`config.mk`:
```
export PLATFORM = sky130hd
export DESIGN_NAME = gray_counter_flat
export DESIGN_NICKNAME = d
export VERILOG_FILES = /design/src/rtl/gray_pkg.sv /design/src/rtl/gray_counter_if.sv /design/src/rtl/gray_encode.sv /design/src/rtl/gray_counter.sv /design/src/flat_wrapper.sv
export SDC_FILE = /design/constraint.sdc
export NUM_CORES = 1
export LEC_CHECK = 0
export BUFFER_PORTS_ARGS = -buffer_cell sky130_fd_sc_hd__buf_4
export CAP_MARGIN = 20
export CELL_PAD_IN_SITES_DETAIL_PLACEMENT = 1
export CELL_PAD_IN_SITES_GLOBAL_PLACEMENT = 2
export CORE_AREA = 2 2 39 41
export DETAILED_ROUTE_END_ITERATION = 8
export DIE_AREA = 0 0 41 43
export GPL_ROUTABILITY_DRIVEN = 0
export PLACE_DENSITY_LB_ADDON = 0.2
export SETUP_SLACK_MARGIN = 0.5
export SYNTH_ARGS = -nofsm -noshare
export SYNTH_HDL_FRONTEND = slang
export SYNTH_HIERARCHICAL = 1
export SYNTH_SLANG_ARGS = --single-unit
export TNS_END_PERCENT = 1
```
`constraint.sdc`:
```
create_clock -name Clk -period 2.2 [get_ports Clk]
set_clock_uncertainty 0.2 [all_clocks]
set_input_delay 0.11 -clock Clk [delete_from_list [all_inputs] [get_ports Clk]]
set_output_delay 0.11 -clock Clk [all_outputs]
set_load 0.03 [all_outputs]
```
`src/rtl/gray_pkg.sv`:
```
//------------------------------------------------------------------------------
// Module  : gray_pkg
// Brief   : Shared width constant and binary/Gray conversion helpers.
// Revision: 1.0 - initial release
//------------------------------------------------------------------------------
`default_nettype none

package gray_pkg;

  localparam int GRAY_WIDTH = 3;

  function automatic logic [GRAY_WIDTH-1:0] bin2gray(input logic [GRAY_WIDTH-1:0] bin);
    return bin ^ (bin >> 1);
  endfunction

  // Each binary bit is the XOR of all Gray bits at or above it.
  function automatic logic [GRAY_WIDTH-1:0] gray2bin(input logic [GRAY_WIDTH-1:0] gray);
    logic [GRAY_WIDTH-1:0] bin;
    bin[GRAY_WIDTH-1] = gray[GRAY_WIDTH-1];
    for (int i = GRAY_WIDTH - 2; i >= 0; i--) begin
      bin[i] = bin[i+1] ^ gray[i];
    end
    return bin;
  endfunction

endpackage

`default_nettype wire

```
`src/rtl/gray_counter_if.sv`:
```
//------------------------------------------------------------------------------
// Module  : gray_counter_if
// Brief   : Enable / code / overflow bundle between the counter and its user.
// Revision: 1.0 - initial release
//------------------------------------------------------------------------------
`default_nettype none

interface gray_counter_if
  import gray_pkg::*;
#(
  parameter int WIDTH = GRAY_WIDTH
);

  logic             En;
  logic [WIDTH-1:0] Output;
  logic             Overflow;

  modport master (
    output En,
    input  Output,
    input  Overflow
  );

  modport slave (
    input  En,
    output Output,
    output Overflow
  );

endinterface

`default_nettype wire

```
`src/rtl/gray_encode.sv`:
```
//------------------------------------------------------------------------------
// Module  : gray_encode
// Brief   : Combinational WIDTH-bit binary to reflected Gray converter.
// Revision: 1.0 - initial release
//------------------------------------------------------------------------------
`default_nettype none

module gray_encode #(
  parameter int WIDTH = 3
) (
  input  wire logic [WIDTH-1:0] i_bin,
  output logic      [WIDTH-1:0] o_gray
);

  assign o_gray = i_bin ^ (i_bin >> 1);

endmodule

`default_nettype wire

```
`src/rtl/gray_counter.sv`:
```
//------------------------------------------------------------------------------
// Module  : gray_counter
// Brief   : Enabled up-counter with Gray-coded output and sticky wrap flag.
// Revision: 1.0 - initial release
//------------------------------------------------------------------------------
`default_nettype none

module gray_counter
  import gray_pkg::*;
#(
  parameter int WIDTH = GRAY_WIDTH
) (
  input  wire logic     Clk,
  input  wire logic     Reset,
  gray_counter_if.slave bus
);

  localparam logic [WIDTH-1:0] C_ONE = WIDTH'(1);

  logic [WIDTH-1:0] bin_q;
  logic [WIDTH-1:0] bin_d;
  logic             ovf_q;
  logic             ovf_d;
  logic [WIDTH-1:0] gray;

  always_comb begin
    bin_d = bin_q;
    ovf_d = ovf_q;
    if (bus.En) begin
      bin_d = bin_q + C_ONE;
      // Last code about to roll back to zero; the flag is sticky until reset.
      if (&bin_q) begin
        ovf_d = 1'b1;
      end
    end
  end

  always_ff @(posedge Clk) begin
    if (Reset) begin
      bin_q <= '0;
      ovf_q <= 1'b0;
    end else begin
      bin_q <= bin_d;
      ovf_q <= ovf_d;
    end
  end

  gray_encode #(
    .WIDTH (WIDTH)
  ) u_gray_encode (
    .i_bin  (bin_q),
    .o_gray (gray)
  );

  assign bus.Output   = gray;
  assign bus.Overflow = ovf_q;

endmodule

`default_nettype wire

```
`src/flat_wrapper.sv`:
```
// flat-port wrapper written by rule: the top's interface ports become plain ports
module gray_counter_flat import gray_pkg::*;
#(
  parameter int WIDTH = GRAY_WIDTH
)
  (Clk, Reset, bus_En, bus_Output, bus_Overflow);
  gray_counter_if #(.WIDTH(WIDTH)) bus_i ();
  input  wire logic Clk;
  input  wire logic Reset;
  input wire logic [$bits(bus_i.En)-1:0] bus_En;
  output wire logic [$bits(bus_i.Output)-1:0] bus_Output;
  output wire logic [$bits(bus_i.Overflow)-1:0] bus_Overflow;
  assign bus_i.En = bus_En;
  assign bus_Output = bus_i.Output;
  assign bus_Overflow = bus_i.Overflow;
  gray_counter #(.WIDTH(WIDTH)) u_core (.Clk(Clk), .Reset(Reset), .bus(bus_i));
endmodule
```
==> out/qor.csv <==
stage,metric,value,unit
detailed_routing,Routed met1 length,152,um
sta,clock period minus worst slack,1.64,ns
sta,actual slew at the worst max-slew pin,0.205,ns
synth,Synthesized Nets,21,
finish,Syn-to-layout area delta,65.7,%
clock_network,clk_lat worst skew,0.23,ns
finish,FF/Latch Area,80.1,um2
detailed_routing,final wirelength,352,um
setup_path,"delay-heaviest family, CP",buffers and inverters,
setup_path,r2r endpoint,u_core/bin_q[0]$_SDFFE_PP0P_,
detailed_routing,# DRC,0,
global_route,initial antenna violation count,0,
setup_path,crit end category,flop,
setup_path,Worst setup SP type,input pin,
synth,Synth cell types,11,
floorplanning,die area,0.00176,mm2
placed_design,pre-CTS setup slack,1.04,ns
setup_path,R2R depth,3,
finish,fill count,170,
detailed_routing,met2 WL post-DR,136,um
detailed_routing,top sig layer,met4,
detailed_routing,Vias,155,
synth,"FF+latch count, synth",4,
finish,n_diodes,0,
floorplanning,area of the core,0.00138,mm2
pwr,PwrDens,739,mW/mm2
synth,Yosys top cell area share,44.8,%
floorplanning,IO Count,7,
placed_design,PortBufs,6,
global_route,largest net degree at the start of global routing,6,
finish,"commonest cells after routing, fill and taps aside","6 x buf_4, 4 x dfxtp_1, 3 x clkbuf_4, 3 x dlygate4sd3_1, 3 x nor2_1",
sta,Final period util,74.6,%
floorplanning,Starting Density,12.9,%
sta,FMAX,609,MHz
setup_path,Crit path top cell by count,dlygate4sd3_1,
synth,biggest area consumer among synthesized cells,dfxtp_1,
global_route,All-Layer GR Usage,5.12,%
setup_path,crit-path max cell delay,0.55,ns
clock_network,CTS tree,yes,
setup_path,Worst Setup SP,bus_En,
setup_path,"reg-to-reg slack, setup",0.73,ns
sta,Final Max Tran Viols,0,
sta,setup ws final,0.559,ns
clock_network,H-tree depth,1,
detailed_routing,Iteration-0 DRC Markers,0,
global_route,first-pass GRT wire length,517,um
clock_network,clock sink count,4,
pwr,Pleak,0.000142,uW
clock_network,CTS Buf Count,3,
synth,Synth Area per Inst,10.5,um2
clock_network,root buffer cell,clkbuf_4,
pwr,VDD IR max,0.000140,V
finish,fin util,21.4,%
detailed_routing,WL met3,47,um
detailed_routing,vias per inst,3.52,
setup_path,Critical Path Fanout Max,5,
finish,layout cell share with drive strength beyond 1,39.3,%
worst_hold_path,HP Start,u_core/bus.Overflow$_SDFFE_PP0P_,
finish,Multi-input gate area,98.8,um2
worst_hold_path,hold worst-path end,u_core/bus.Overflow$_SDFFE_PP0P_,
worst_hold_path,Hold Path Class,reg -> reg,
global_route,total grt overflow,0,
synth,"Seq/Total Area, Yosys",44.8,%
sta,Total Neg Setup Slack,0,ns
synth,Syn. warnings,6,
job,Max-Cap Viols,0,
sta,Setup-failing EPs final,0,
floorplanning,count of standard-cell rows,14,
synth,Post-Synthesis Cells,17,
sta,RSZ-0062 raised after global routing,no,
setup_path,Reg-to-Reg Start,u_core/bin_q[0]$_SDFFE_PP0P_,
status,status,completed,
floorplanning,Die Y,43,um
synth,top post-synthesis cells by area,"dfxtp_1 45%, xor2_1 9.8%, ha_1 7.0%",
setup_path,"Max stage delay cell, worst path",dlygate4sd3_1,
setup_path,CP Cell Sequence,"dlygate4sd3_1, buf_4, xnor2_2, nor2_1, dlygate4sd3_1",
setup_path,Critical Path AT,1.56,ns
synth,mapped cell area,179,um2
sta,"Hold Vio Cnt, Final",0,
detailed_routing,Wirelength per Cell,8.00,um
clock_network,Worst-path clk slew,0.04,ns
global_route,number of global-route vias before repair,150,
setup_path,Buf/Inv on CP,3,
finish,"most common cell after layout, fill and taps aside",buf_4,
setup_path,"Req. time, crit path",2.11,ns
worst_hold_path,Worst Hold Depth,2,
sta,Worst slew margin,86.3,%
finish,Final nets,34,
detailed_routing,DR pass1 iterations,1,
setup_path,Setup CP Type,in -> reg,
clock_network,clock buffer depth,2,
detailed_routing,Post-DRT Antenna Nets,0,
floorplanning,Die X,41,um
[routing by layer]
metal  vias to the layer above  track usage (%)
met5                         -                0
met4                         0             6.00
met3                         2             3.14
met2                         9             6.88
met1                        64             4.50
li1                         80                -
[worst register-to-register path, cell delays in order (launching register included)]
cell and delay, ns:
dfxtp_1 0.42, xnor2_2 0.13, nor2_1 0.05, dlygate4sd3_1 0.55
[cell usage after synthesis]
master    count
xor2_1        2
xnor2_1       1
a21oi_1       1
buf_4         1
a41oi_1       1
nand3b_1      1
a21bo_2       1
dfxtp_1       4
mux2i_1       1
ha_1          1
nor2_1        3
[sequential cells by signal, summed over array words and instances, names as in the netlist]
register             count
u_core/bus.Overflow      1
u_core/bin_q             3
[area by class of cell]
| class | count | area share, % |
|---|---|---|
| Sequential cell | 4 | 27.0 |
| Timing Repair Buffer | 9 | 25.3 |
| Multi-Input combinational cell | 12 | 33.3 |
| Clock buffer | 3 | 7.59 |
| Tap cell | 16 | 6.75 |
[worst max path at each step]
stage	end	slack, ns	depth (start not counted)
2_1_floorplan	bus_Output[0]	0.99	1
3_3_place_gp	u_core/bin_q[1]$_SDFFE_PP0P_	1.02	3
3_5_place_dp	u_core/bin_q[1]$_SDFFE_PP0P_	1.04	3
4_1_cts	u_core/bin_q[0]$_SDFFE_PP0P_	0.56	5
5_1_grt	u_core/bin_q[0]$_SDFFE_PP0P_	0.52	5
6_report	u_core/bin_q[0]$_SDFFE_PP0P_	0.56	5
[power breakdown]
part / switching [uW] / internal (uW) / total (uW) / leakage, uW
clock: 30.0 / 61.0 / 91.0 / 0.0000138
combinational: 22.2 / 23.0 / 45.2 / 0.0000959
sequential: 6.02 / 77.0 / 83.0 / 0.0000326
total: 58.2 / 161 / 219 / 0.000142
[metrics by stage]
stage / cell area, um2 / total power [uW] / hold WS (ns) / instances
6_report: 297 / 219 / 0.300 / 44
5_1_grt: 297 / 232 / 0.347 / 44
4_1_cts: 289 / 222 / 0.303 / 44
3_5_place_dp: 236 / 122 / 0.105 / 38
3_3_place_gp: 236 / 123 / 0.108 / 38
2_1_floorplan: 179 / 107 / -0.0209 / 17
[cell families (layout without fill, tap and decap cells)]
group / Yosys count / after routing / share of synthesized area, %
muxes: 1 / 1 / 5.59
and+or+nand+nor: 4 / 4 / 10.5
DFF: 4 / 4 / 44.8
buffers and inverters: 1 / 12 / 4.20
adders and majority gates: 1 / 1 / 6.99
AOI/OAI and AO/OA: 3 / 3 / 13.3
xor gates and xnor gates: 3 / 3 / 14.7
[repair_timing]
| item | in CTS | in global routing |
|---|---|---|
| setup buffers | 0 | 0 |
| endpoints found under the setup margin | 0 | 1 |
| resized for setup | 0 | 1 |
| endpoints found under the hold margin | 4 | 0 |
| hold buffers | 3 | 0 |
Power figures use the tool's default switching activity.
